$ cat src/rtl/convol_result_scaler_fifo.sv
// Rescales signed convolver results (round-half-up, arithmetic shift, saturate) and
// buffers them in a first-word-fall-through FIFO with a valid/ready output.
module convol_result_scaler_fifo #(
    parameter int DATA_SIZE   = 16,
    parameter int WINDOW_SIZE = 8,
    parameter int FULL_SIZE   = 2 * DATA_SIZE + $clog2(WINDOW_SIZE),
    parameter int SHIFT       = 15,
    parameter int DEPTH       = 16
) (
    input  logic                     clk,
    input  logic                     reset,
    input  logic [FULL_SIZE-1:0]     output_data,
    input  logic                     output_data_valid,
    output logic [DATA_SIZE-1:0]     out_data,
    output logic                     out_valid,
    input  logic                     out_ready,
    output logic [$clog2(DEPTH):0]   fill_level,
    output logic                     overflow,
    output logic [15:0]              sat_count,
    input  logic                     clear_flags
);

    localparam int AW      = $clog2(DEPTH);
    localparam int RW      = FULL_SIZE + 1;
    localparam int RND_POS = (SHIFT > 0) ? SHIFT - 1 : 0;

    localparam logic [RW-1:0] RND      = (SHIFT > 0) ? (RW'(1) << RND_POS) : '0;
    localparam logic [RW-1:0] SAT_MAX  = {{(RW - DATA_SIZE + 1){1'b0}}, {(DATA_SIZE - 1){1'b1}}};
    localparam logic [RW-1:0] SAT_MIN  = ~SAT_MAX;
    localparam logic [AW:0]   FULL_CNT = (AW + 1)'(DEPTH);

    logic [RW-1:0]        rounded;
    logic signed [RW-1:0] shifted;
    logic                 clip_hi;
    logic                 clip_lo;
    logic [DATA_SIZE-1:0] scaled;

    logic                 s_valid;
    logic                 sat_pulse;
    logic [DATA_SIZE-1:0] s_data;

    logic [DATA_SIZE-1:0] mem [DEPTH];
    logic [AW-1:0]        wr_ptr;
    logic [AW-1:0]        rd_ptr;
    logic [AW:0]          count;
    logic                 full;
    logic                 pop;
    logic                 push;
    logic                 drop;

    // One extra bit of headroom so the rounding constant can never wrap.
    always_comb begin
        rounded = {output_data[FULL_SIZE-1], output_data} + RND;
        shifted = $signed(rounded) >>> SHIFT;
        clip_hi = shifted > $signed(SAT_MAX);
        clip_lo = shifted < $signed(SAT_MIN);
        if (clip_hi) begin
            scaled = SAT_MAX[DATA_SIZE-1:0];
        end else if (clip_lo) begin
            scaled = SAT_MIN[DATA_SIZE-1:0];
        end else begin
            scaled = shifted[DATA_SIZE-1:0];
        end
    end

    always_ff @(posedge clk) begin
        if (reset) begin
            s_valid   <= 1'b0;
            sat_pulse <= 1'b0;
            s_data    <= '0;
        end else begin
            s_valid   <= output_data_valid;
            sat_pulse <= output_data_valid && (clip_hi || clip_lo);
            s_data    <= scaled;
        end
    end

    assign full = (count == FULL_CNT);
    assign pop  = out_valid && out_ready;
    // A pop in the same cycle frees the slot, so a full FIFO still accepts the push.
    assign push = s_valid && (!full || pop);
    assign drop = s_valid && full && !pop;

    always_ff @(posedge clk) begin
        if (push) begin
            mem[wr_ptr] <= s_data;
        end
    end

    always_ff @(posedge clk) begin
        if (reset) begin
            wr_ptr <= '0;
            rd_ptr <= '0;
            count  <= '0;
        end else begin
            if (push) begin
                wr_ptr <= wr_ptr + AW'(1);
            end
            if (pop) begin
                rd_ptr <= rd_ptr + AW'(1);
            end
            case ({push, pop})
                2'b10:   count <= count + (AW + 1)'(1);
                2'b01:   count <= count - (AW + 1)'(1);
                default: count <= count;
            endcase
        end
    end

    always_ff @(posedge clk) begin
        if (reset) begin
            overflow  <= 1'b0;
            sat_count <= '0;
        end else if (clear_flags) begin
            overflow  <= 1'b0;
            sat_count <= '0;
        end else begin
            if (drop) begin
                overflow <= 1'b1;
            end
            if (sat_pulse && (sat_count != 16'hFFFF)) begin
                sat_count <= sat_count + 16'd1;
            end
        end
    end

    assign out_valid  = (count != '0);
    assign out_data   = out_valid ? mem[rd_ptr] : '0;
    assign fill_level = count;

endmodule

$ cat config.mk
export PLATFORM = sky130hd
export DESIGN_NAME = convol_result_scaler_fifo
export DESIGN_NICKNAME = d
export VERILOG_FILES = /design/src/rtl/convol_result_scaler_fifo.sv
export SDC_FILE = /design/constraint.sdc
export NUM_CORES = 1
export LEC_CHECK = 0
export CAP_MARGIN = 20
export CORE_MARGIN = 2
export CORE_UTILIZATION = 45
export CTS_CLUSTER_SIZE = 40
export DETAILED_ROUTE_END_ITERATION = 16
export SLEW_MARGIN = 10
export SYNTH_ARGS = -nofsm -noshare
export SYNTH_HDL_FRONTEND = slang
export SYNTH_SLANG_ARGS = --single-unit
$ cat constraint.sdc
create_clock -name clk -period 8.2 [get_ports clk]
set_input_delay 1.64 -clock clk [delete_from_list [all_inputs] [get_ports clk]]
set_output_delay 1.64 -clock clk [all_outputs]
set_load 0.02 [all_outputs]
---- Word-level counts from Yosys, hierarchy flattened ----
Memory sizes are Yosys's and may differ from the RTL's. A register that Yosys moved wholly into a read port is not among the register bits.
Index checks and enable logic that the tools add are counted.
word-level totals
  register bits after elaboration ......... 48
  bits in writable memories ............... 256
  input bits .............................. 40
  output and inout port bits .............. 39
  memories kept ........................... 1
memory list
  memory  depth  width  rd ports  clocked after memory_dff  wr ports  RTL line  text
  mem     16     16     1         1                         1         42        logic [DATA_SIZE-1:0] mem [DEPTH];
cells by class
  $add $sub $neg .......................... 6
  magnitude comparators ................... 2
  eq/ne operators ......................... 4
  multiplexer cells ....................... 8
  reduce and logical (&&, ||, !) cells .... 14
operators with widths
  operator                number
  $add 35x16->36 const B  1
  $mux 16                 2
  $gt 21x16->1 const B    1
  $lt 21x16->1 const B    1
  $add 16x1->16 const B   1
  $ne 16x16->1 const B    1
  $mux 15                 1
  $pmux 5 s2              1
  $add 4x1->4 const B     2
  $mux 4                  2
  $logic_and 1x1->1       6
  $add 5x1->5 const B     1
  $eq 5x5->1 const B      1
  $reduce_bool 5->1       1
  $sub 5x1->5 const B     1
  $reduce_or 2->1         2
  $eq 2x1->1 const B      1
  $eq 2x2->1 const B      1
  $logic_not 1->1         2
  $logic_or 1x1->1        2
  $mux 1                  2
  $reduce_bool 2->1       1

---- Depth between registers and ports, before layout ----
Gate-level depths: netlist of run 1.
  word-level depth ........................ 6
  mapped depth ............................ 14

---- Worst setup path before layout of run 1 ----
No wires, ideal clock.
  path type ............................... input to register
  start point ............................. input out_ready
  end point ............................... memory mem[3][0] (enable)
  arrival ................................. 3435 ps
  required time ........................... 7791 ps
  setup slack ............................. 4356 ps
  stages on the path ...................... 5
  buffers on the path ..................... 1
  cells stage by stage .................... nand3b_1 -> and2_1 -> clkbuf_1 -> nand2_1 -> nor3_1
between the ends
  longest elaborated chain between the ends .. 5
ends and longest elaborated chain
  what                          RTL line  text
  from (decl)                   16        input logic out_ready,
  $logic_and 1x1->1             79        assign pop = out_valid && out_ready;
  $logic_or 1x1->1              81        assign push = s_valid && (!full || pop);
  $logic_and 1x1->1             81
  $mux 1                        85        if (push) begin
  $mux 1 (implied by the code)  86        mem[wr_ptr] <= s_data;
  to (decl)                     42
No other way between the ends.

==> impl_results.md, run 1 <==
* CTS buffer count at 31
* Hold Crit Class: reg2reg
* Peak VDD IR at between 150 and 200 µV
* Switching Fraction at 0.265
* Power share of the clock group at 0.331
* Cts hold-fix bufs at 0
* Synthesized area per cell at ~18 µm²
* # clock sinks at ~300
* First-pass GRT wire length at about 39,000 µm
* Post-CTS setup buffers at 0
* WP data required at between 6 and 7 ns
* Antenna cells at 0
* Most used cell along the critical path: mux4_2
* Final GP Congestion at 0.831
* CP top delay family: buffers and inverters
* Async set-reset flop share out of synthesis at 0
* CTS clk-pin slew, worst paths at 0.06 ns
* YS warnings at 0
* IO Pins at 79
* Unrepaired setup endpoints after global routing: no
* Largest net degree at the start of global routing at 53
* Nets at 814
* Yosys top cell area share at 0.624
* Register area at 8730 µm²
* Clock buffer depth at 3
* Drt total wl at 25,100 µm
* Vias in the first global route at between 6,000 and 7,000
* DRT antenna net count at 0
* Via-to-Cell Ratio at between 5 and 6
* Placement row count at 60
* Net switching power at 1.07 mW
* Max-cap violation count at 0
* CP arrival at 3.85 ns
* Critical Path Slowest Stage Cell: dfxtp_4
* Combinational cell fraction of total power at 0.216
* Outcome: completed
* CTS tree: built
* Mapped Area at between 10,000 and 15,000 µm²
* Hold Slack at 0.476 ns
* Routed WL per cell at about 22 µm
* DRC Markers at 0
* Final setup fails at 0
* Post-Synthesis Cells at 675
* Bufs and invs on worst path at 2
* FMAX at 0.182 GHz
* Slew Limit Fails at 0
* Skew-Pair Late Insertion Delay at between 0.5 and 0.6 ns
* Detailed Place HPWL at 15,100 µm
* First drt pass iteration count at 5
* Ys flop type: edfxtp_1
* Area occupied by multi-input gates at 3420 µm²
* Worst rel slew slack at 0.383
* Starting Density at 0.457
* Worst Tran Pin Value at 0.921 ns
* Initial antenna violation count at 0
* Vias at 6,240
* EDFF count, synth at 256
* Post-route setup TNS at 0 ns
* Synth top area cells: edfxtp_1 62%, mux4_2 15%, dfxtp_1 8.4%
* Port bufs at 64
* Synth Register Bits at 308
* Count of cells resized by post-cts repair at 0
* Flop pwr share at 0.453
* Post-Route Skew at 0.0144 ns
* Share of layout cells above drive strength 1 at 0.219
* Yosys cell types at 51
* Root buf cell: clkbuf_16
* Crit path cell chain: buf_4, mux4_2, mux4_2, nor2b_1, clkdlybuf4s50_1
* Period Utilization, post-route at 0.670
* Grt total ovfl at 0
* Seq/Total Area, Yosys at 0.708
* Die width at between 150 and 200 µm
* Top-count cell post-synth: edfxtp_1
* CP Launch Type: flip-flop
* LEAKAGE at roughly 4.6 nW
* Top cells by count, synth: 256 x edfxtp_1, 80 x mux4_2, 52 x dfxtp_1
* Fillers at 2,112
* DRT iter0 DRCs at 581
* Max H-tree Level at 1
* Final count of hold timing violations at 0
* Min Clock Period, post-route at 5.49 ns
* CP Class: reg2out
* Pint at 2.98 mW
* Core area at 27,000 µm²
* Crit-path max cell delay at roughly 0.8 ns
* Syn nets at 727
* Area grow syn2layout at 17.0%
* Power per cell area at roughly 280 nW/µm²
* Die area at about 29,000 µm²
* Chip height at 170 µm
* Synth area leader: edfxtp_1
* Crit end category: output port
* GR Util All Layers at 0.180
* Worst-path maximum fanout at 33
[metal layers]
layer,GRT usage,vias to the layer above,share of wire
met1,0.257,3216,0.44
met2,0.299,163,0.49
li1,-,2826,-
met5,0,-,0
met3,0.0273,35,0.050
met4,0.0375,0,0.015
[layout make-up]
class | instances | area share
Timing Repair Buffer | 84 | 0.0562
Clock inverter | 21 | 0.0111
Multi-Input combinational cell | 323 | 0.237
Sequential cell | 308 | 0.606
Clock buffer | 37 | 0.0567
Tap cell | 341 | 0.0296
Inverter | 14 | 0.00364
[worst min-delay path: stages, from the launching register on]
cell,delay [ns]
dfxtp_1,0.33
a21oi_1,0.04
nor2_1,0.07
[logic make-up (layout without fill, tap and decap cells)]
group / after synthesis / count (layout) / share of synthesized area
xor+xnor: 36 / 36 / 0.0256
flops: 308 / 308 / 0.708
compound gates: 37 / 37 / 0.0210
fa+ha+maj: 12 / 12 / 0.0128
simple gates: 156 / 156 / 0.0681
mux: 82 / 82 / 0.148
buf+inv: 44 / 156 / 0.0167
[cell usage in the layout, fill, tap and decap left out, drive strengths merged, types with 19 or more instances in the layout]
cell and count:
edfxtp 256, buf 20, nand2 19, nor2 51, dfxtp 52, xnor2 20, nor2b 21, clkdlybuf4s50 64
clkbuf 37, mux4 80
[power by group through the flow]
stage,logic (mW),registers (mW),clock network [mW]
finish,0.873,1.83,1.34
global route,0.942,1.85,1.43
CTS,0.894,1.84,1.37
detailed placement,0.891,1.87,0
global placement,0.885,1.87,0
floorplan,0.630,1.81,0
[state kept, by name, indices dropped and copies added, names as in the netlist, named ones only]
| register | cells |
|---|---|
| s_data | 16 |
| fill_level | 5 |
| sat_pulse | 1 |
| mem | 256 |
| s_valid | 1 |
| sat_count | 16 |
| wr_ptr | 4 |
| overflow | 1 |
| rd_ptr | 4 |
[per-stage QoR]
stage               area (µm²)  instances   util  setup slack, ns  total power, mW
finish                   14400       1128  0.535             2.71             4.05
global route             14400       1128  0.535             2.44             4.22
CTS                      14400       1128  0.535             2.57             4.11
detailed placement       13400       1070  0.499             3.16             2.77
global placement         13400       1069  0.498             3.18             2.75
floorplan                12300        675      -             4.36             2.44
[worst paths after layout]
kind                 startpoint            end  slack (ns)  cells after the start
setup / recovery      flip-flop   out_data[15]        2.71                      5
hold / removal         overflow       overflow        0.48                      2
setup reg to reg  fill_level[0]  fill_level[4]        5.13                     13
hold reg to reg        overflow       overflow        0.48                      2
(Power assumes the default switching activity.)
==> run 2: changes to the inputs <==
PLACE_DENSITY = 0.66   (was default)
clock period = 4.55 ns   (was 8.2 ns; I/O delays follow)
==> impl_results.md, run 2 (synthesis results as in run 1) <==
* Post-Place Cells at 1,073
* Initial antenna violation count at 0
* Vias in the first global route at 6,602
* DRC Markers at 0
* CTS tree: built
* Crit-path max cell delay at 0.74 ns
* Worst-path maximum fanout at 22
* Starting Density at 0.457
* Outcome: completed
* Core area at about 27,000 µm²
* Detailed Place HPWL at approximately 15,000 µm
* Unrepaired setup endpoints after global routing: no
* Die area at 28,700 µm²
* Largest register by flop count: mem
* Critical Path Slowest Stage Cell: dfxtp_2
* CP Launch Type: flip-flop
* Final count of hold timing violations at 0
* Max-cap violation count at 0
* Most common cell after layout, fill and taps aside: edfxtp_1
* Port bufs at 64
* Crit path cell chain: buf_4, mux4_2, mux4_2, nor2b_1, clkdlybuf4s50_1
* Via-to-Cell Ratio at 5.59
* Clock buffer depth at 3
* Fin cells at between 1,000 and 1,500
* Post-Route Skew at 0.0129 ns
* Root buf cell: clkbuf_16
* Drt total wl at around 24,000 µm
* R2R Path Start: fill_level[0]
* DRT iter0 DRCs at ~560
* Final GP Congestion at 0.825
* LEAKAGE at between 4 and 5 nW
* Worst hold path startpoint: overflow
* Max FFs per register at 256
* CP Class: reg2out
* # clock sinks at between 300 and 400
* Largest net degree at the start of global routing at 25
* First drt pass iteration count at 5
* Placement row count at 60
* CTS buffer count at 29
* Die width at 170 µm
* Min Clock Period, post-route at 4.16 ns
* Count of cells resized by post-cts repair at 0
* Share of layout cells above drive strength 1 at 0.219
* Top Registers: mem: 256 flops, s_data: 16 flops, sat_count: 16 flops
* Post-route setup TNS at 0 ns
* Post-CTS setup buffers at 0
* Nets at 815
* WP data required at 3.64 ns
* Cts hold-fix bufs at 0
* Worst rel slew slack at 0.249
* Fillers at 2,053
* First-pass GRT wire length at about 37,000 µm
* Grt total ovfl at 0
* Power per cell area at 504 nW/µm²
* Commonest non-fill, non-tap cells in the layout: 256 x edfxtp_1, 80 x mux4_2, 64 x clkdlybuf4s50_1, 51 x nor2_1, 50 x dfxtp_1
* Final setup fails at 0
* CTS clk-pin slew, worst paths at 0.07 ns
* IO Pins at 79
* Period Utilization, post-route at 0.914
* Hold Crit Class: reg2reg
* Peak VDD IR at 300 µV
* Antenna cells at 0
* Vias at 6,290
* CP top delay family: buffers and inverters
* Routed WL per cell at 21.7 µm
* Slew Limit Fails at 0
* GR Util All Layers at 0.172
* Skew-Pair Late Insertion Delay at about 0.54 ns
* FMAX at around 0.24 GHz
* Crit end category: output port
* Most used cell along the critical path: mux4_2
* Area grow syn2layout at 17.0%
* Chip height at 170 µm
* Worst Tran Pin Value at between 1 and 1.5 ns
* Max H-tree Level at 1
* Bufs and invs on worst path at 2
* CP arrival at between 3 and 4 ns
* DRT antenna net count at 0
[run 2: cell count changes in the layout (fill, tap and decap cells not counted), sizes merged]
cell	change
inv	-2
buf	+3
clkinv	-2
bufinv	+1
clkbuf	-2
[run 2: power by group]
part           total (mW)  internal (mW)  switching (mW)
Combinational        1.63          0.868           0.758
Clock                2.36           1.37           0.989
Sequential           3.28           3.13           0.148
[run 2: stage by stage]
step                      power (mW)  utilization  cell area (µm²)  setup slack (ns)  hold slack [ns]
final                           7.27        0.535            14400             0.390            0.476
after global routing            7.55        0.535            14400             0.244            0.496
after CTS                       7.35        0.535            14400             0.312            0.484
after detailed placement        5.00        0.500            13500             0.865            0.463
after global placement          4.96        0.500            13500             0.914            0.463
after floorplan                 4.40            -            12300              1.44            0.448
[run 2: final timing paths]
kind	cells after the start	endpoint	slack [ns]
worst max-delay path	5	out_data[13]	0.39
worst min-delay path	2	overflow	0.48
worst max register to register	12	fill_level[4]	1.36
worst min register to register	2	overflow	0.48
[run 2: final cells by class]
| type | instances | area, µm² | area share |
|---|---|---|---|
| clock inverter | 18 | 170 | 0.0118 |
| multi-input combinational | 323 | 3420 | 0.237 |
| clock buffer | 35 | 768 | 0.0533 |
| tap | 341 | 427 | 0.0296 |
| timing repair buffer | 87 | 851 | 0.0590 |
| sequential | 308 | 8730 | 0.606 |
| inverter | 14 | 52.6 | 0.00364 |
[run 2: worst register-to-register path, delay by kind of cell, from the launching register on]
kind                     cells  cell delay [ns]
XOR/XNOR                     1             0.15
AO/OA/AOI/OAI                2             0.37
buffers and inverters        1             0.27
flip-flops                   1             0.36
AND/OR/NAND/NOR              6             1.29
adder cells (fa/ha/maj)      2             0.60
[run 2: metal layers]
metal | part of all wire | global-route usage
met1 | 0.42 | 0.237
met2 | 0.49 | 0.288
met3 | 0.068 | 0.0292
met4 | 0.016 | 0.0446
met5 | 0 | 0
==> RTL edit 1: new RTL, settings of run 2 <==
Take the reset off `s_data` and load it in a clocked block of its own.
--- a/src/rtl/convol_result_scaler_fifo.sv
+++ b/src/rtl/convol_result_scaler_fifo.sv
@@ -69,3 +69,2 @@
             sat_pulse <= 1'b0;
-            s_data    <= '0;
         end else begin
@@ -73,4 +72,7 @@
             sat_pulse <= output_data_valid && (clip_hi || clip_lo);
-            s_data    <= scaled;
         end
+    end
+
+    always_ff @(posedge clk) begin
+        s_data <= scaled;
     end
Function: no difference found for any inputs over 4 cycles, from zero or initial values and one cycle with reset high; that may be too few to reach the edited logic, so the function may still have changed.
==> RTL edit 1 against run 2 <==
Synthesized area is 0.74% higher; power is 4.9% higher; final area is 2.3% higher; routed wire length is 5.2% higher; register-to-register slack better by 0.15 ns; via count is 6.2% higher; first-iteration DRC count is 3.4% higher; count of clock-buffer cells in the layout is 1 higher; critical path depth stayed put; setup slack worse by 0.015 ns; final cell count is 4.4% higher; sequential cell count stayed put; fmax is 0.35% lower; critical path type unchanged; largest power group unchanged.
==> RTL edit 1: results (changes against run 2) <==
grt_use_met3_pct: 2.53  # -0.38 points
clk-power_mw: 2.68  # +14%
drive_gt1_share_pct: 21.4  # -0.47 points
crit_arrival_ns: 3.26  # about the same
reg2reg_depth: 13  # +1
worstPathMaxFanout: 26  # +18%
crit_end: "out_data[14]"
pwr-share-clk_pct: 35.2  # +2.7 points
grt_max_degree: 65  # +160%
synth_nets: 766  # +5.4%
place_ws_ns: 0.859  # -0.00618 ns
wl_met1_um: 10900  # +5.3%
vias: 6679  # +6.2%
leakagePower_nw: 4.68  # +1.6%
use_met1_pct: 24.3  # +0.68 points
grtUsageMet2_pct: 31.9  # +3.1 points
drtIter0Drc: 583  # +3.4%
switching_share_pct: 25.4  # -0.68 points
cp_slowest_cell: "dfxtp_4"
wl_met3_um: 1260  # -24%
clock_skew_ns: 0.00756  # -0.00537 ns
seq_area_frac_synth_pct: 70.3  # -0.52 points
fillers: 2106  # +2.6%
dpl_cell_area_sq_mm: 0.0137  # +1.3%
gp_congestion: 0.903  # +9.5%
ys_top_cells_by_count: "256 x edfxtp_1, 80 x mux4_2, 57 x nor2_1"
rrSetupSlack_ns: 1.51  # +0.15 ns
slowest_delay_ns: 0.67  # -0.07 ns
outcome: "complete, no violations"
met2_length_um: 13100  # +9.0%
sequentialPower_mw: 3.27  # about the same
synthTopCellsByArea: "edfxtp_1 62%, mux4_2 15%, dfxtp_1 8.4%"
ir_drop_uv: 279  # -7.3%
min-delay-start: "s_valid"
track_usage_pct: 18.2  # +1.0 points
worstMarginPinSlew_ns: 0.756  # -0.370 ns
syn2layout_area_growth_pct: 18.8
critPathTopFamily: "multiplexers"
fin_nets: 863  # +5.9%
## RTL edit 1: stage by stage
step | std cells | hold WS (ns)
floorplan | 714 | 0.448
global placement | 1120 | 0.480
detailed placement | 1120 | 0.479
CTS | 1176 | 0.493
global route | 1176 | 0.505
finish | 1176 | 0.484
## RTL edit 1: layout make-up
cell class,instances,share of cell area (%)
sequential,308,59.2
multi-input combinational,361,23.9
timing repair buffer,97,6.27
clock buffer,36,5.52
tap,341,2.89
clock inverter,20,1.92
inverter,13,0.331
## RTL edit 1: logic make-up (layout without fill, tap and decap cells)
logic type | count (synthesis) | after routing | share of synthesized area (%)
buffers and inverters | 45 | 166 | 1.52
AOI/OAI and AO/OA | 45 | 45 | 2.08
xor gates and xnor gates | 37 | 37 | 2.61
adders and majority gates | 12 | 12 | 1.27
and+or+nand+nor | 184 | 184 | 7.50
muxes | 83 | 83 | 14.7
DFF | 308 | 308 | 70.3
==> RTL edit 2: new RTL, flow settings as in run 2 <==
Made on the original files. Set the parameter `DEPTH` to 32 (it was 16).
--- a/src/rtl/convol_result_scaler_fifo.sv
+++ b/src/rtl/convol_result_scaler_fifo.sv
@@ -7,3 +7,3 @@
     parameter int SHIFT       = 15,
-    parameter int DEPTH       = 16
+    parameter int DEPTH       = 32
 ) (
Ports: changed (resized fill_level); port bits go from 79 to 80. No check against the original RTL was run, so the function may have changed too.
==> RTL edit 2 against run 2 <==
Power rose by 78%; routed wire length rose by 85%; synthesized area rose by 81%; final area rose by 81%; core utilization barely moved; fmax fell by 5.2%; sequential cell count rose by 260; setup slack got worse by 0.23 ns.
==> RTL edit 2: results (changes against run 2) <==
min_period_ns: 4.39  # +0.229 ns
netlist_instances: 1092  # +62%
fin_nets: 1279  # +57%
routed_wl_um: 45200  # +85%
cts_max_level: 2  # +1
ys_top_cells_by_count: "512 x edfxtp_1, 160 x mux4_2, 91 x nor2_1"
maxSlewHeadroom_pct: 27.9  # +3.0 points
met2_length_um: 21700  # +81%
grt_max_degree: 51  # +100%
synth_edf_count: 512  # +100%
clock_latency_ns: 0.60  # +0.06 ns
whs_ns: 0.508  # +0.0324 ns
fin_cells: 1935  # +72%
synthTopCellsByArea: "edfxtp_1 69%, mux4_2 16%, dfxtp_1 5.0%"
cts_buffers: 56  # +93%
vias_per_cell: 5.57  # -0.22%
crit_arrival_ns: 3.48  # +0.23 ns
gp_congestion: 0.779  # -5.6%
place_inst: 1822  # +70%
grt_pass1_vias: 11000  # +67%
crit_end: "out_data[10]"
worstPathMaxFanout: 15  # -32%
dp_hpwl_um: 27300  # +85%
worstReg2RegStart: "fill_level[0]"
r2r-end: "fill_level[5]"
drtIter0Drc: 940  # +67%
p_sw_mw: 3.26  # +72%
outcome: "complete, no violations"
yosysUniqueCellTypes: 52  # +2.0%
drive_gt1_share_pct: 28.6  # +6.6 points
place_ws_ns: 0.551  # -0.314 ns
wl_met1_um: 20100  # +94%
seq_area_frac_synth_pct: 73.8  # +3.0 points
slowest_delay_ns: 0.59  # -0.15 ns
io_buffers: 65  # +1.6%
ir_drop_uv: 406  # +35%
rrSetupSlack_ns: 0.93  # -0.43 ns
clock_skew_ns: 0.0179  # +0.00493 ns
grt_pass1_wl_um: 68900  # +85%
hp-class: "flop to flop"
cp_slowest_cell: "mux4_2"
leakagePower_nw: 8.18  # +78%
track_usage_pct: 18.4  # +1.2 points
top_regs: "mem (512), s_data (16), sat_count (16)"
wl_met3_um: 2420  # +46%
antenna_found_initial: 0  # unchanged
[RTL edit 2: changes by cell type after synthesis, sizes merged, moves of 4 or more]
cell    change
a21oi       -5
clkbuf     +20
dfxtp       +4
edfxtp    +256
mux2i      +18
mux4       +80
nor2       +40
nor2b      -18
o21ai      -11
o31ai      +16
xnor2       +4
[RTL edit 2: power by group through the flow]
stage               Clock [mW]  Combinational (mW)  Sequential (mW)
finish                    4.60                2.39             5.94
global route              4.88                2.57             5.96
CTS                       4.68                2.35             5.99
detailed placement           0                2.32             6.11
global placement             0                2.30             6.10
floorplan                    0                1.50             6.02
[RTL edit 2: area by class of cell]
cell class | instances | area [sq um]
Clock buffer | 75 | 1530
Fill cell | 3750 | 22800
Tap cell | 664 | 831
Multi-Input combinational cell | 457 | 5660
Sequential cell | 568 | 16500
Inverter | 16 | 60.1
Timing Repair Buffer | 127 | 1280
Clock inverter | 28 | 303
[RTL edit 2: worst min-delay path by stage]
stage | start | to
detailed placement | overflow | overflow
finish | overflow | overflow
CTS | overflow | overflow
floorplan | wr_ptr[1] | wr_ptr[1]
global route | overflow | overflow
global placement | overflow | overflow
[RTL edit 2: timing repair]
| action | CTS | global route |
|---|---|---|
| setup endpoints to repair | 6 | 0 |
| hold buffers | 0 | 0 |
| buffers inserted | 1 | 0 |
[RTL edit 2: per-stage QoR]
step	power, mW	instance area [sq um]
3_5_place_dp	8.44	24200
6_report	12.9	26200
3_3_place_gp	8.40	24200
5_1_grt	13.4	26200
2_1_floorplan	7.52	22400
4_1_cts	13.0	26000
[RTL edit 2: worst max-delay path: cells and delay by family (launching register included)]
kind / cells / cell delay (ns)
buf+inv: 2 / 0.92
flops: 1 / 0.54
mux: 3 / 1.35
simple gates: 1 / 0.08
[RTL edit 2: logic make-up (layout without fill, tap and decap cells)]
family,count (synthesis),in the layout,synth area share [%]
muxes,181,181,17.1
DFF,568,568,73.8
xor gates and xnor gates,43,43,1.68
buffers and inverters,67,246,1.24
AOI/OAI and AO/OA,43,43,1.56
adders and majority gates,13,13,0.761
and+or+nand+nor,177,177,3.90
[RTL edit 2: layer usage]
layer	vias up	global-route usage, %
met2	317	29.2
met3	63	3.25
met1	5660	26.3
met5	-	0
met4	0	5.39
li1	4745	-
